[config.mk]
export PLATFORM = sky130hd
export DESIGN_NAME = conv1d_requant_pool
export DESIGN_NICKNAME = d
export VERILOG_FILES = /design/src/rtl/conv1d_requant_pool.sv
export SDC_FILE = /design/constraint.sdc
export NUM_CORES = 2
export LEC_CHECK = 0
export ABC_AREA = 1
export CAP_MARGIN = 10
export CELL_PAD_IN_SITES_DETAIL_PLACEMENT = 1
export CELL_PAD_IN_SITES_GLOBAL_PLACEMENT = 2
export CORE_MARGIN = 4
export CORE_UTILIZATION = 42
export CTS_BUF_LIST = sky130_fd_sc_hd__clkbuf_4 sky130_fd_sc_hd__clkbuf_8
export DETAILED_ROUTE_END_ITERATION = 8
export PLACE_DENSITY = 0.9
export SYNTH_ARGS = -nofsm -noshare
export SYNTH_HDL_FRONTEND = slang
export SYNTH_SLANG_ARGS = --single-unit
export TNS_END_PERCENT = 30
[constraint.sdc]
create_clock -name clk -period 12.2 [get_ports clk]
set_clock_uncertainty 0.1 [all_clocks]
set_input_delay 2.44 -clock clk [delete_from_list [all_inputs] [get_ports clk]]
set_output_delay 2.44 -clock clk [all_outputs]
set_load 0.02 [all_outputs]
[src/rtl/conv1d_requant_pool.sv]
// conv1d_requant_pool: requantizes signed 32-bit conv1d accumulators to int8
// (Q31 multiply, rounding arithmetic shift, zero point, clamp, optional ReLU)
// and packs four bytes per 32-bit output word.
// Optional pair-wise max pooling is built when CONV1D_POOL_EN is defined.
module conv1d_requant_pool (
    input  logic        clk,
    input  logic        reset_n,
    input  logic        cfg_we,
    input  logic [1:0]  cfg_addr,
    input  logic [31:0] cfg_data,
    input  logic        in_valid,
    output logic        in_ready,
    input  logic [31:0] in_data,
    input  logic        in_last,
    output logic        out_valid,
    input  logic        out_ready,
    output logic [31:0] out_data,
    output logic [2:0]  out_bytes,
    output logic        out_last,
    output logic        busy
);

    logic signed [31:0] mult_q;
    logic [4:0]         shift_q;
    logic signed [7:0]  zp_q;
    logic               relu_q;

    logic               s1_v_q, s1_last_q;
    logic signed [63:0] s1_p_q;
    logic               s2_v_q, s2_last_q;
    logic signed [63:0] s2_val_q;
    logic               s3_v_q, s3_last_q;
    logic [7:0]         s3_byte_q;

    logic [1:0]         k_q;
    logic [31:0]        word_q;
    logic               out_valid_q;
    logic [31:0]        out_data_q;
    logic [2:0]         out_bytes_q;
    logic               out_last_q;

    logic               pk_v, pk_last, pool_busy;
    logic [7:0]         pk_byte;
    logic               complete, advance;
    logic [31:0]        pk_word;

    logic signed [63:0] in_ext, mult_ext, prod, rnd, q_next, sum, lo;
    logic [7:0]         v_next;

    // Config writes land only while the datapath is empty
    always_ff @(posedge clk or negedge reset_n) begin
        if (!reset_n) begin
            mult_q  <= '0;
            shift_q <= '0;
            zp_q    <= '0;
            relu_q  <= 1'b0;
        end else if (cfg_we && !busy) begin
            case (cfg_addr)
                2'd0:    mult_q  <= cfg_data;
                2'd1:    shift_q <= cfg_data[4:0];
                2'd2:    zp_q    <= cfg_data[7:0];
                default: relu_q  <= cfg_data[0];
            endcase
        end
    end

    // Arithmetic for S1 product, S2 rounding shift and S3 clamp
    always_comb begin
        in_ext   = {{32{in_data[31]}}, in_data};
        mult_ext = {{32{mult_q[31]}}, mult_q};
        prod     = in_ext * mult_ext;
        rnd      = 64'sd1 <<< ({1'b0, shift_q} + 6'd30);
        q_next   = (s1_p_q + rnd) >>> ({1'b0, shift_q} + 6'd31);
        sum      = s2_val_q + {{56{zp_q[7]}}, zp_q};
        lo       = relu_q ? {{56{zp_q[7]}}, zp_q} : -64'sd128;
        if (sum > 64'sd127)  v_next = 8'h7f;
        else if (sum < lo)   v_next = lo[7:0];
        else                 v_next = sum[7:0];
    end

    // Requantization pipeline S1..S3, all stages step together on advance
    always_ff @(posedge clk or negedge reset_n) begin
        if (!reset_n) begin
            s1_v_q    <= 1'b0;
            s1_last_q <= 1'b0;
            s1_p_q    <= '0;
            s2_v_q    <= 1'b0;
            s2_last_q <= 1'b0;
            s2_val_q  <= '0;
            s3_v_q    <= 1'b0;
            s3_last_q <= 1'b0;
            s3_byte_q <= '0;
        end else if (advance) begin
            s1_v_q    <= in_valid;
            s1_last_q <= in_valid & in_last;
            s1_p_q    <= prod;
            s2_v_q    <= s1_v_q;
            s2_last_q <= s1_last_q;
            s2_val_q  <= q_next;
            s3_v_q    <= s2_v_q;
            s3_last_q <= s2_last_q;
            s3_byte_q <= v_next;
        end
    end

`ifdef CONV1D_POOL_EN
    logic       pl_have_q, pl_v_q, pl_last_q;
    logic [7:0] pl_a_q, pl_byte_q;

    // Pair-wise signed max; a lone element carrying last passes through
    always_ff @(posedge clk or negedge reset_n) begin
        if (!reset_n) begin
            pl_have_q <= 1'b0;
            pl_a_q    <= '0;
            pl_v_q    <= 1'b0;
            pl_byte_q <= '0;
            pl_last_q <= 1'b0;
        end else if (advance) begin
            pl_v_q <= 1'b0;
            if (s3_v_q) begin
                if (pl_have_q) begin
                    pl_v_q    <= 1'b1;
                    pl_byte_q <= ($signed(pl_a_q) > $signed(s3_byte_q)) ? pl_a_q : s3_byte_q;
                    pl_last_q <= s3_last_q;
                    pl_have_q <= 1'b0;
                end else if (s3_last_q) begin
                    pl_v_q    <= 1'b1;
                    pl_byte_q <= s3_byte_q;
                    pl_last_q <= 1'b1;
                end else begin
                    pl_have_q <= 1'b1;
                    pl_a_q    <= s3_byte_q;
                end
            end
        end
    end

    assign pk_v      = pl_v_q;
    assign pk_byte   = pl_byte_q;
    assign pk_last   = pl_last_q;
    assign pool_busy = pl_have_q | pl_v_q;
`else
    assign pk_v      = s3_v_q;
    assign pk_byte   = s3_byte_q;
    assign pk_last   = s3_last_q;
    assign pool_busy = 1'b0;
`endif

    assign pk_word  = word_q | ({24'd0, pk_byte} << {k_q, 3'b000});
    assign complete = pk_v && ((k_q == 2'd3) || pk_last);
    // Stall only when a finished word would overwrite an unaccepted one
    assign advance  = !out_valid_q || out_ready || !complete;

    // Packer: accumulate bytes, restart index after a completed word
    always_ff @(posedge clk or negedge reset_n) begin
        if (!reset_n) begin
            k_q    <= '0;
            word_q <= '0;
        end else if (advance && pk_v) begin
            if (complete) begin
                k_q    <= '0;
                word_q <= '0;
            end else begin
                k_q    <= k_q + 2'd1;
                word_q <= pk_word;
            end
        end
    end

    // Output register: load on completion, else drop after a transfer
    always_ff @(posedge clk or negedge reset_n) begin
        if (!reset_n) begin
            out_valid_q <= 1'b0;
            out_data_q  <= '0;
            out_bytes_q <= '0;
            out_last_q  <= 1'b0;
        end else if (advance && complete) begin
            out_valid_q <= 1'b1;
            out_data_q  <= pk_word;
            out_bytes_q <= {1'b0, k_q} + 3'd1;
            out_last_q  <= pk_last;
        end else if (out_ready) begin
            out_valid_q <= 1'b0;
        end
    end

    assign in_ready  = advance;
    assign out_valid = out_valid_q;
    assign out_data  = out_data_q;
    assign out_bytes = out_bytes_q;
    assign out_last  = out_last_q;
    assign busy      = s1_v_q | s2_v_q | s3_v_q | pool_busy | (k_q != 2'd0) | out_valid_q;

endmodule

==> run metrics <==
DR iter-0 viols 3591; DRT Pass-1 Iters 5; most frequent cells in the layout nand2_1 (2706), inv_1 (2193), fa_1 (1084); CP Launch Type input port; largest net degree at the start of global routing 85; Min-Delay Path Depth 2; Post-Route Setup TNS 0 ns; Yosys Warn Count 0; Crit path arrival time between 10 and 15 ns; Die Y 400 um; Max clock buf depth 3; Filler cells 19703; status complete, no violations; Core Rows 143; hold_ws 0.382 ns; # setup viols final 0; class of the worst hold path flip-flop to flip-flop; wire length of the first global-routing pass about 370000 um; post-CTS resize count 0; synthesized area per cell 6.98 um2; CP startpoint in_data[24]; GRT Total Usage 30.2%; hold_buf cts 0; RSZ-0062 raised after global routing no; worst-margin pin slew 1.21 ns; max cap viols 0; number of global-route vias before repair 64926; Final #Nets 10704; GPL Wtd Cong 0.983; Worst EP required about 13 ns; share of cells above drive strength 1 3.41%; die area 160000 um2; antenna-violating nets left 0; CTS Sinks approximately 260; post-route clock period utilization 84.8%; TritonCTS clock tree built; Yosys cell types 53; DP HPWL 202000 um; Placeable Area 152000 um2; I/O Buffers 110; most common cell after layout, fill and taps aside nand2_1; reg2reg path depth 28; R2R setup slack around 3.6 ns; critical path class input port to flip-flop; FF-to-FF End s1_p_q[55]$_DFFE_PN0N_; Die W 400 um; initial core utilization 42.3%; Final min period 10.35 ns; Clock Latency Late Sink 0.78 ns; crit end category flip-flop; vias after detailed routing between 50000 and 60000; Setup Buffers After CTS 0; Synth Register Bits around 260; Mapped Area 64500 um2; sequential area share after synthesis around 10%; final WL ~240000 um; Area growth, synth to finish 6.72%; hold path endpoint s2_last_q$_DFFE_PN0N_; Final Hold Vio Count 0; number of enable flip-flop cells after synthesis 0; Residual DRC 0; final setup margin roughly 1.9 ns; max-slew violation count 0; pre-CTS WS 1.02 ns; clk slew on worst S/H paths 0.06 ns; slew margin rel. 19.2%; Root Driver clkbuf_8; min-delay src s2_last_q$_DFFE_PN0N_; CTS H-tree depth 2; Wirelength per Cell 21.2 um; f_max between 90 and 100 MHz; Top Ports 111; ys flop type dfrtp_1; initial antenna violation count 3; Inserted Clock Buffers slightly above 50; FF-to-FF Start mult_q[5]$_DFFE_PN0P_; grt ovf 0; Gate Count Post-Synth 9237; vias per inst 5.25; worst-path maximum fanout 18; Post-synth ARST share 100%
## area by class of cell
type | instances | area, um2 | area share (%)
multi-input combinational | 6431 | 48500 | 70.4
inverter | 2204 | 8280 | 12.0
sequential | 259 | 6480 | 9.43
tap | 2030 | 2540 | 3.69
timing repair buffer | 219 | 1920 | 2.80
clock buffer | 79 | 968 | 1.41
clock inverter | 9 | 144 | 0.209
antenna | 3 | 7.51 | 0.0109
## sequential cells by signal, summed over array words and instances (netlist names), 2 cells and up
register,cells
k_q,2
mult_q,32
out_bytes,3
out_data,32
pk_byte,8
s1_p_q,64
s2_val_q,64
shift_q,5
word_q,32
zp_q,8
## metal layers
metal	wire length, um	track usage, %	up-vias	part of all wire (%)
met3	9140	2.58	359	3.8
met4	7210	8.63	0	3.0
met5	0	0	-	0
li1	-	-	27271	-
met1	104000	39.6	30084	44
met2	118000	53.2	1315	50
## worst max-delay path, cell delays in order
cell and delay, ns:
clkdlybuf4s50_1 1.26, nand2_1 0.24, fa_1 0.60, inv_1 0.07, fa_1 0.44, fa_1 0.55
inv_1 0.05, fa_1 0.49, inv_1 0.06, fa_1 0.48, fa_1 0.56, fa_1 0.43
fa_1 0.48, ha_1 0.37, inv_1 0.10, o21ai_0 0.13, a31oi_1 0.40, o21ai_0 0.17
a21oi_1 0.14, o21ai_1 0.11, buf_4 0.17, a21boi_1 0.30, nor2_1 0.11, a21boi_1 0.21
o21ai_0 0.14, or2_0 0.22, nand3_1 0.09, nand2_1 0.07
## Yosys cell counts (all sizes together) (2+ instances only)
cell type  number  share of area, %
and3            6             0.058
xor2           61              0.83
nand3b         15              0.17
mux2           23              0.40
o21ai         242               1.9
a21oi         379               2.9
fa           1084                34
o21bai         33              0.38
o21a           14              0.16
buf            53              0.34
a2111oi         2             0.027
a221oi          2             0.027
nand3         649               5.1
or2            41              0.40
nor4           19              0.20
conb            2             0.012
nand4          47              0.46
xnor2          33              0.45
a211oi          3             0.035
nand2        2713                16
a31oi          38              0.37
and2            2             0.019
clkbuf        305               1.8
nor2          516               3.0
a21boi          7             0.093
inv          2201                13
dfrtp         259                10
o31ai           6             0.070
ha            382               7.4
o211ai         11              0.14
a21o           13              0.15
a31o            9              0.12
nor3           57              0.47
o221ai          3             0.041
clkinv          3             0.017
## how the worst max path moves through the flow
stage / endpoint / slack [ns] / cells past startpoint
final: s1_p_q[55]$_DFFE_PN0N_ / 1.85 / 28
after CTS: s1_p_q[55]$_DFFE_PN0N_ / 1.86 / 28
after detailed placement: s1_p_q[55]$_DFFE_PN0N_ / 1.02 / 28
after global placement: s1_p_q[55]$_DFFE_PN0N_ / 1.12 / 28
after global routing: s1_p_q[55]$_DFFE_PN0N_ / 1.44 / 28
after floorplan: s1_p_q[59]$_DFFE_PN0N_ / 2.61 / 27
## per-stage QoR
step	util, %	instances	instance area (um2)
4_1_cts	45.2	11231	68800
5_1_grt	45.2	11232	68800
3_5_place_dp	44.4	11143	67700
6_report	45.2	11234	68800
3_3_place_gp	44.4	11143	67700
2_1_floorplan	-	9252	64500
## cells by family (layout without fill, tap and decap cells)
kind of cell	Yosys count	in the layout	share of synthesized area (%)
muxes	24	24	0.417
DFF	259	259	10.1
other	2	20	0.0117
buffers and inverters	2562	2511	15.0
xor gates and xnor gates	94	94	1.28
adders and majority gates	1466	1466	41.1
AOI/OAI and AO/OA	765	765	6.49
and+or+nand+nor	4065	4065	25.7
Power is left out: the tool's default activity adds up to more than one toggle a clock period on the data nets, which glitch-free logic cannot reach.
